File: src/rtl/stdcell_exer_pkg.sv
// Shared definitions for the 2-input standard-cell exerciser: register map,
// control/status bit positions, FSM encoding and the Wishbone byte-merge helper.
package stdcell_exer_pkg;

    localparam logic [7:0] ADDR_CTRL      = 8'h00;
    localparam logic [7:0] ADDR_STATUS    = 8'h04;
    localparam logic [7:0] ADDR_ITER      = 8'h08;
    localparam logic [7:0] ADDR_SETTLE    = 8'h0C;
    localparam logic [7:0] ADDR_CHAN_BASE = 8'h40;

    localparam int CTRL_START  = 0;
    localparam int CTRL_CONT   = 1;
    localparam int CTRL_STOP   = 2;
    localparam int CTRL_IRQ_EN = 3;

    localparam int STAT_BUSY    = 0;
    localparam int STAT_DONE    = 1;
    localparam int STAT_ANY_ERR = 2;
    localparam int STAT_SYNC    = 31;

    // Truth table bit v is the expected Y for vector v = {B, A}; 4'b0001 is NOR2.
    localparam logic [3:0] TT_DEFAULT = 4'b0001;

    typedef enum logic [2:0] {
        ST_IDLE   = 3'd0,
        ST_APPLY  = 3'd1,
        ST_SETTLE = 3'd2,
        ST_SAMPLE = 3'd3,
        ST_DONE   = 3'd4
    } exer_state_e;

    function automatic logic [31:0] wb_merge(input logic [31:0] cur,
                                             input logic [31:0] wdat,
                                             input logic [3:0]  sel);
        logic [31:0] r;
        for (int i = 0; i < 4; i++) begin
            r[8*i +: 8] = sel[i] ? wdat[8*i +: 8] : cur[8*i +: 8];
        end
        return r;
    endfunction

endpackage

File: src/rtl/stdcell_exer_chan.sv
// One cell-under-test channel: truth-table register, optional input synchroniser
// (STDCELL_EXER_SYNC_EN), compare against the table and a saturating error counter.
module stdcell_exer_chan
    import stdcell_exer_pkg::*;
#(
    parameter int ERR_W = 16
) (
    input  logic             clk,
    input  logic             rst_n,
    input  logic             tt_we,
    input  logic [3:0]       tt_wdata,
    input  logic             clr,
    input  logic             sample_en,
    input  logic [1:0]       vec,
    input  logic             y,
    output logic [3:0]       tt,
    output logic [ERR_W-1:0] err_cnt
);

    logic [3:0]       tt_q;
    logic [ERR_W-1:0] err_q;
    logic             y_cmp;
    logic             mismatch;

`ifdef STDCELL_EXER_SYNC_EN
    logic [1:0] sync_q;

    always_ff @(posedge clk or negedge rst_n) begin
        if (!rst_n) begin
            sync_q <= '0;
        end else begin
            sync_q <= {sync_q[0], y};
        end
    end

    assign y_cmp = sync_q[1];
`else
    assign y_cmp = y;
`endif

    // The table is read only in SAMPLE, so a rewrite mid-run lands at the next sample.
    always_ff @(posedge clk or negedge rst_n) begin
        if (!rst_n) begin
            tt_q <= TT_DEFAULT;
        end else if (tt_we) begin
            tt_q <= tt_wdata;
        end
    end

    assign mismatch = (y_cmp != tt_q[vec]);

    always_ff @(posedge clk or negedge rst_n) begin
        if (!rst_n) begin
            err_q <= '0;
        end else if (clr) begin
            err_q <= '0;
        end else if (sample_en && mismatch && (err_q != {ERR_W{1'b1}})) begin
            err_q <= err_q + 1'b1;
        end
    end

    assign tt      = tt_q;
    assign err_cnt = err_q;

endmodule

File: src/rtl/stdcell_exerciser.sv
// Wishbone-controlled exhaustive tester for NUM_CH 2-input cells. Define
// STDCELL_EXER_SYNC_EN to synchronise dut_y_i (adds two settle cycles per vector).
module stdcell_exerciser
    import stdcell_exer_pkg::*;
#(
    parameter int NUM_CH   = 8,
    parameter int ERR_W    = 16,
    parameter int SETTLE_W = 8,
    parameter int ITER_W   = 16
) (
    input  logic              wb_clk_i,
    input  logic              wb_rst_ni,
    input  logic              wbs_stb_i,
    input  logic              wbs_cyc_i,
    input  logic              wbs_we_i,
    input  logic [3:0]        wbs_sel_i,
    input  logic [31:0]       wbs_dat_i,
    input  logic [31:0]       wbs_adr_i,
    output logic              wbs_ack_o,
    output logic [31:0]       wbs_dat_o,
    output logic [NUM_CH-1:0] dut_a_o,
    output logic [NUM_CH-1:0] dut_b_o,
    input  logic [NUM_CH-1:0] dut_y_i,
    output logic              busy_o,
    output logic              irq_o
);

`ifdef STDCELL_EXER_SYNC_EN
    localparam logic SYNC_EN = 1'b1;
`else
    localparam logic SYNC_EN = 1'b0;
`endif

    exer_state_e state_q, state_d;

    logic                ack_q;
    logic [31:0]         rdata_q, rdata_c;
    logic                cont_q, irq_en_q, done_q, done_d, irq_q;
    logic [ITER_W-1:0]   iter_q, iter_eff, pass_q;
    logic [SETTLE_W-1:0] settle_q;
    logic [SETTLE_W:0]   settle_eff, settle_cnt_q;
    logic [1:0]          vec_q;
    logic [31:0]         iter_ext, settle_ext;

    logic       wb_req, wb_wr;
    logic [7:0] wb_addr;
    logic       chan_hit;
    logic [3:0] chan_idx;
    logic       start_pulse, stop_pulse, start_go, w1c_done;
    logic       ctrl_wr, tt_wr;
    logic       last_pass, any_err;
    logic       busy_c, drive_en, sample_en, run_clr, done_set;

    logic [3:0]       tt_arr  [16];
    logic [ERR_W-1:0] err_arr [16];

    logic unused_adr;
    assign unused_adr = ^{wbs_adr_i[31:8]};

    // Handshake: a request is seen while ack is low; ack and read data follow
    // one cycle later for exactly one cycle, so back-to-back acks cannot occur.
    assign wb_req   = wbs_stb_i & wbs_cyc_i & ~ack_q;
    assign wb_wr    = wb_req & wbs_we_i;
    assign wb_addr  = wbs_adr_i[7:0];
    assign chan_idx = wb_addr[5:2];
    assign chan_hit = (wb_addr[7:6] == ADDR_CHAN_BASE[7:6]) && (wb_addr[1:0] == 2'b00)
                      && ({1'b0, chan_idx} < 5'(NUM_CH));

    assign ctrl_wr     = wb_wr && (wb_addr == ADDR_CTRL) && wbs_sel_i[0];
    assign start_pulse = ctrl_wr && wbs_dat_i[CTRL_START];
    assign stop_pulse  = ctrl_wr && wbs_dat_i[CTRL_STOP];
    assign start_go    = start_pulse && !stop_pulse;
    assign w1c_done    = wb_wr && (wb_addr == ADDR_STATUS) && wbs_sel_i[0] && wbs_dat_i[STAT_DONE];
    assign tt_wr       = wb_wr && chan_hit && wbs_sel_i[0];

    always_comb begin
        iter_ext   = '0;
        settle_ext = '0;
        iter_ext[ITER_W-1:0]     = iter_q;
        settle_ext[SETTLE_W-1:0] = settle_q;
    end

    // Zero-valued SETTLE/ITER are treated as 1.
    assign iter_eff = (iter_q == '0) ? ITER_W'(1) : iter_q;
`ifdef STDCELL_EXER_SYNC_EN
    assign settle_eff = ((settle_q == '0) ? (SETTLE_W+1)'(1) : {1'b0, settle_q})
                        + (SETTLE_W+1)'(2);
`else
    assign settle_eff = (settle_q == '0) ? (SETTLE_W+1)'(1) : {1'b0, settle_q};
`endif

    assign last_pass = ({1'b0, pass_q} + (ITER_W+1)'(1)) >= {1'b0, iter_eff};

    always_ff @(posedge wb_clk_i or negedge wb_rst_ni) begin
        if (!wb_rst_ni) begin
            state_q <= ST_IDLE;
        end else begin
            state_q <= state_d;
        end
    end

    always_comb begin
        state_d = state_q;
        unique case (state_q)
            ST_IDLE:   if (start_go) state_d = ST_APPLY;
            ST_APPLY:  state_d = stop_pulse ? ST_DONE : ST_SETTLE;
            ST_SETTLE: begin
                if (stop_pulse)                      state_d = ST_DONE;
                else if (settle_cnt_q >= settle_eff) state_d = ST_SAMPLE;
            end
            ST_SAMPLE: begin
                if (stop_pulse)                                   state_d = ST_DONE;
                else if ((vec_q == 2'd3) && last_pass && !cont_q) state_d = ST_DONE;
                else                                              state_d = ST_APPLY;
            end
            ST_DONE:   state_d = ST_IDLE;
            default:   state_d = ST_IDLE;
        endcase
    end

    always_comb begin
        busy_c    = (state_q != ST_IDLE);
        drive_en  = (state_q == ST_APPLY) || (state_q == ST_SETTLE) || (state_q == ST_SAMPLE);
        sample_en = (state_q == ST_SAMPLE);
        run_clr   = (state_q == ST_IDLE) && start_go;
        done_set  = (state_q == ST_DONE);
    end

    always_ff @(posedge wb_clk_i or negedge wb_rst_ni) begin
        if (!wb_rst_ni) begin
            vec_q        <= '0;
            pass_q       <= '0;
            settle_cnt_q <= '0;
        end else if (run_clr) begin
            vec_q        <= '0;
            pass_q       <= '0;
            settle_cnt_q <= '0;
        end else begin
            case (state_q)
                ST_APPLY:  settle_cnt_q <= (SETTLE_W+1)'(1);
                ST_SETTLE: settle_cnt_q <= settle_cnt_q + 1'b1;
                ST_SAMPLE: begin
                    vec_q <= vec_q + 1'b1;
                    if (vec_q == 2'd3) pass_q <= pass_q + 1'b1;
                end
                ST_DONE:   vec_q <= '0;
                default:   ;
            endcase
        end
    end

    always_comb begin
        done_d = done_q;
        if (w1c_done || run_clr) done_d = 1'b0;
        if (done_set)            done_d = 1'b1;
    end

    always_ff @(posedge wb_clk_i or negedge wb_rst_ni) begin
        if (!wb_rst_ni) begin
            cont_q   <= 1'b0;
            irq_en_q <= 1'b0;
            iter_q   <= ITER_W'(1);
            settle_q <= SETTLE_W'(1);
            done_q   <= 1'b0;
            irq_q    <= 1'b0;
        end else begin
            if (ctrl_wr) begin
                cont_q   <= wbs_dat_i[CTRL_CONT];
                irq_en_q <= wbs_dat_i[CTRL_IRQ_EN];
            end
            if (wb_wr && (wb_addr == ADDR_ITER)) begin
                iter_q <= ITER_W'(wb_merge(iter_ext, wbs_dat_i, wbs_sel_i));
            end
            if (wb_wr && (wb_addr == ADDR_SETTLE)) begin
                settle_q <= SETTLE_W'(wb_merge(settle_ext, wbs_dat_i, wbs_sel_i));
            end
            done_q <= done_d;
            irq_q  <= done_d & irq_en_q;
        end
    end

    for (genvar ch = 0; ch < 16; ch++) begin : g_chan
        if (ch < NUM_CH) begin : g_on
            stdcell_exer_chan #(.ERR_W(ERR_W)) u_chan (
                .clk       (wb_clk_i),
                .rst_n     (wb_rst_ni),
                .tt_we     (tt_wr && (chan_idx == 4'(ch))),
                .tt_wdata  (wbs_dat_i[3:0]),
                .clr       (run_clr),
                .sample_en (sample_en),
                .vec       (vec_q),
                .y         (dut_y_i[ch]),
                .tt        (tt_arr[ch]),
                .err_cnt   (err_arr[ch])
            );
        end else begin : g_off
            assign tt_arr[ch]  = '0;
            assign err_arr[ch] = '0;
        end
    end

    always_comb begin
        any_err = 1'b0;
        for (int i = 0; i < 16; i++) begin
            any_err = any_err | (|err_arr[i]);
        end
    end

    always_comb begin
        rdata_c = '0;
        case (wb_addr)
            ADDR_CTRL: begin
                rdata_c[CTRL_CONT]   = cont_q;
                rdata_c[CTRL_IRQ_EN] = irq_en_q;
            end
            ADDR_STATUS: begin
                rdata_c[STAT_BUSY]    = busy_c;
                rdata_c[STAT_DONE]    = done_q;
                rdata_c[STAT_ANY_ERR] = any_err;
                rdata_c[STAT_SYNC]    = SYNC_EN;
            end
            ADDR_ITER:   rdata_c = iter_ext;
            ADDR_SETTLE: rdata_c = settle_ext;
            default: begin
                if (chan_hit) begin
                    rdata_c[3:0]        = tt_arr[chan_idx];
                    rdata_c[16 +: ERR_W] = err_arr[chan_idx];
                end
            end
        endcase
    end

    always_ff @(posedge wb_clk_i or negedge wb_rst_ni) begin
        if (!wb_rst_ni) begin
            ack_q   <= 1'b0;
            rdata_q <= '0;
        end else begin
            ack_q <= wb_req;
            if (wb_req) rdata_q <= rdata_c;
        end
    end

    // Vectors derive from reset-cleared state, so they drop to 0 with the async reset.
    assign dut_a_o   = drive_en ? {NUM_CH{vec_q[0]}} : '0;
    assign dut_b_o   = drive_en ? {NUM_CH{vec_q[1]}} : '0;
    assign busy_o    = busy_c;
    assign irq_o     = irq_q;
    assign wbs_ack_o = ack_q;
    assign wbs_dat_o = rdata_q;

endmodule
File: config.mk
export PLATFORM = sky130hd
export DESIGN_NAME = stdcell_exerciser
export DESIGN_NICKNAME = d
export VERILOG_FILES = /design/src/rtl/stdcell_exer_pkg.sv /design/src/rtl/stdcell_exer_chan.sv /design/src/rtl/stdcell_exerciser.sv
export SDC_FILE = /design/constraint.sdc
export NUM_CORES = 1
export LEC_CHECK = 0
export BUFFER_PORTS_ARGS = -buffer_cell sky130_fd_sc_hd__buf_4
export CAP_MARGIN = 40
export CORE_MARGIN = 3
export CORE_UTILIZATION = 56
export CTS_CLUSTER_SIZE = 14
export DETAILED_ROUTE_END_ITERATION = 7
export GPL_ROUTABILITY_DRIVEN = 0
export HOLD_SLACK_MARGIN = 0.12
export PLACE_DENSITY = 0.85
export SYNTH_ARGS = -nofsm -noshare
export SYNTH_HDL_FRONTEND = slang
export SYNTH_SLANG_ARGS = --single-unit
File: constraint.sdc
create_clock -name wb_clk_i -period 3.5 [get_ports wb_clk_i]
set_input_delay 0.7 -clock wb_clk_i [delete_from_list [all_inputs] [get_ports wb_clk_i]]
set_output_delay 0.7 -clock wb_clk_i [all_outputs]
set_load 0.02 [all_outputs]
==> summary.md <==
| Metric | Value |
|---|---|
| Status | `complete, no violations` |
| Worst path max stage delay | `between 0.4 and 0.5 ns` |
| Leading cell type in the layout, fill and taps excluded | `dfrtp_1` |
| Post-DP HPWL | `approximately 28 mm` |
| GR Util All Layers | `0.2850` |
| Fin crit period | `3.255 ns` |
| Core Box Area | `0.02525 mm2` |
| Register clock-pin slew on the reported worst setup and hold paths | `0.06 ns` |
| First-pass GRT wire length | `around 65 mm` |
| Fillcell total | `1881` |
| Layout cells sized above 1 | `0.1801` |
| Peak VDD IR | `~0.00066 V` |
| Hold Crit Class | `in -> async` |
| Final core utilization | `0.6486` |
| Cell area after layout | `0.01638 mm2` |
| IO Port Bufs | `89` |
| Top cell by count, worst path | `nand3_1` |
| # DRC | `0` |
| Mapped Area | `0.01442 mm2` |
| Clock power frac | `0.354` |
| RR Startpoint | `pass_q[0]$_DFFE_PN0P_` |
| Register area share after synthesis | `0.4364` |
| CTS Sinks | `251` |
| Switch Pwr | `2.970 mW` |
| Cell Area, Placed | `0.01538 mm2` |
| Register Area | `0.006294 mm2` |
| Worst endpoint data arrival time | `3.69 ns` |
| Final period util | `0.9299` |
| Critical path class | `reg -> reg` |
| CTS Root Cell | `clkbuf_16` |
| Area of the multi-input gates | `about 0.0075 mm2` |
| Int Pwr | `about 6 mW` |
| Via/cell ratio | `6.533` |
| Avg WL per Cell | `21.31 um` |
| Post-synth top flop | `dfrtp_1` |
| Resize count post-CTS | `0` |
| WP buf/inv | `0` |
| Final WL | `39.82 mm` |
| # setup viols final | `0` |
| Clock latency at the later pin of the worst-skew pair | `0.55 ns` |
| Skew final | `around 0.026 ns` |
| Clock Path Buffers | `3` |
| CP cell instances | `ha_1, nand4_1, nor3_2, and2_2, nand3_1, xnor2_1, ha_1, nand3_1, nor4_1, a221o_1, nand3_1, o2111a_1, o21ba_2` |
| Die X | `166.5 um` |
| Routed vias | `12210` |
| Worst slew pin tran | `roughly 0.93 ns` |
| Post-Syn Nets | `between 1500 and 2000` |
| CTS tree | `built` |
| Number of global-route vias before repair | `around 12000` |
| Post-synth ARST share | `1.000` |
| Crit path max-delay family | `simple AND/OR/NAND/NOR gates` |
| Switching Fraction | `0.3328` |
| Grt total ovfl | `0` |
| PwrDens | `544.7 mW/mm2` |
| Post-synth EDFFs | `0` |
| Pwr Total | `between 8 and 9 mW` |
| Post-Syn Instances | `between 1000 and 1500` |
| Crit path from | `pass_q[0]$_DFFE_PN0P_` |
| CP Max Fanout | `6` |
| Required time worst endpoint | `between 3 and 4 ns` |
| H-tree depth | `1` |
| Antenna Nets Post-Route | `0` |
| Seq pwr share | `0.411` |
| Layout area overhead | `13.58%` |
| Max-slew violation count | `0` |
| Die area | `0.02771 mm2` |
| Logic pwr share | `0.235` |
| Total Neg Setup Slack | `0 ns` |
| Pin count of the biggest net entering global routing | `92` |
| Fmax | `307.2 MHz` |
| Yosys reg bits | `251` |
| RSZ-0062 raised after global routing | `false` |
| Hold buffer count at CTS | `0` |
| Fin Hold WS | `about 0.16 ns` |
| Slew headroom | `0.3803` |
| Syn avg cell area | `9.966 um2` |
| Worst Setup End Kind | `flip-flop` |
| Met1 Track Usage GR | `0.3810` |
| Row cnt | `58` |
| Max-cap viol count | `0` |
| Worst path slowest cell | `dfrtp_1` |
| Most frequent cells in the layout | `dfrtp_1 (241), nor2_1 (161), nand2_1 (142), buf_4 (113), o21ai_0 (93)` |
| # Post-CTS Setup Buffers | `0` |
| Die height | `166.5 um` |
| Hold Vio Cnt, Final | `0` |
| Met3 Usage GRT | `0.06409` |
| GR Util met2 | `0.4528` |
| I/O pin total | `between 100 and 150` |
| Initial DRC count | `1451` |
| Initial antenna violation count | `0` |
| Post-synth cell types | `65` |
| Ys Warns | `0` |
| Grt peak-use layer | `met2` |
| Pleak | `7.474 nW` |
| # nets final | `1640` |
| CTS buffer count | `28` |
| Worst setup SP type | `flip-flop` |
| Initial core utilization | `0.5710` |
| Drt first pass iters | `6` |
[final timing paths]
| kind | end | slack [ns] | depth (start not counted) |
|---|---|---|---|
| worst min register to register | wbs_dat_o[19]$_DFFE_PN0P_ | 0.49 | 2 |
| min in group wb_clk_i | iter_q[12]$_DFFE_PN0P_ | 0.37 | 3 |
| worst min-delay path | g_chan[6].g_on.u_chan.err_cnt[10]$_DFFE_PN0P_ | 0.16 | 1 |
| max in group asynchronous | g_chan[0].g_on.u_chan.tt[0]$_DFFE_PN1P_ | 2.41 | 2 |
| worst max register to register | state_q[0]$_DFFE_PN0P_ | 0.25 | 13 |
| worst max-delay path | state_q[0]$_DFFE_PN0P_ | 0.25 | 13 |
[registers in the layout (all words and copies together), names as in the netlist]
signal and flops:
wbs_ack_o 1, irq_o 1, done_q 1, g_chan.g_on.u_chan.err_cnt 128, cont_q 1, settle_cnt_q 9, g_chan.g_on.u_chan.tt 32, irq_en_q 1
settle_q 8, vec_q 2, state_q 3, iter_q 16, pass_q 16, wbs_dat_o 32
[kinds of logic after synthesis]
group,after synthesis,share of synthesized area
XOR/XNOR,116,0.07045
flip-flops,251,0.4364
AND/OR/NAND/NOR,598,0.2085
adder cells (fa/ha/maj),43,0.03731
multiplexers,107,0.1202
buffers and inverters,133,0.04078
AO/OA/AOI/OAI,199,0.08642
[power groups by stage]
| stage | logic, mW | registers [mW] | clock network [mW] |
|---|---|---|---|
| floorplan | 1.55 | 3.50 | 0 |
| global placement | 1.97 | 3.67 | 0 |
| detailed placement | 2.06 | 3.69 | 0 |
| CTS | 2.08 | 3.65 | 3.18 |
| global route | 2.28 | 3.71 | 3.31 |
| finish | 2.09 | 3.67 | 3.16 |
[cells in the mapped netlist, types with 12 or more instances]
master	count	area [um2]
mux2i_1	22	220.2
dfrtp_1	241	6031
nand3_1	74	370.4
nand2_1	142	533.0
nor4_1	40	250.2
and4_1	20	175.2
o21ai_0	93	465.5
clkbuf_1	32	120.1
inv_1	55	206.5
and3_1	27	168.9
nor2_1	161	604.3
buf_4	15	112.6
buf_2	20	100.1
xnor2_1	45	394.1
xor2_1	71	621.9
ha_1	43	538.0
mux4_2	48	1081
nand4_1	55	344.1
a21oi_1	35	175.2
nor3_1	22	110.1
or3_1	12	75.07
o31ai_1	12	90.09
mux2_2	36	405.4
[metrics by stage]
step | cells | setup slack, ns
2_1_floorplan | 1447 | 0.4744
4_1_cts | 1868 | 0.1101
3_3_place_gp | 1816 | 0.3549
3_5_place_dp | 1816 | 0.1939
5_1_grt | 1868 | 0.03552
6_report | 1869 | 0.2452
[final cells by class]
class                           count  share of cell area
Antenna cell                        1           0.0001528
Sequential cell                   251              0.3842
Multi-Input combinational cell   1063              0.4608
Timing Repair Buffer              117             0.05637
Clock inverter                     16             0.01344
Clock buffer                       36             0.04713
Tap cell                          330             0.02521
Inverter                           55             0.01260
[worst reg2reg max path: stages (launching register included)]
cell and delay (ns):
dfrtp_1 0.43, ha_1 0.28, nand4_1 0.20, nor3_2 0.27, and2_2 0.24, nand3_1 0.14, xnor2_1 0.17, ha_1 0.31
nand3_1 0.11, nor4_1 0.32, a221o_1 0.20, nand3_1 0.08, o2111a_1 0.17, o21ba_2 0.22
[layer usage]
layer	routed length, um	vias up
li1	-	5373
met1	15230	5996
met2	18850	705
met3	3972	137
met4	1777	0
met5	0	-
Power figures use the tool's default switching activity.
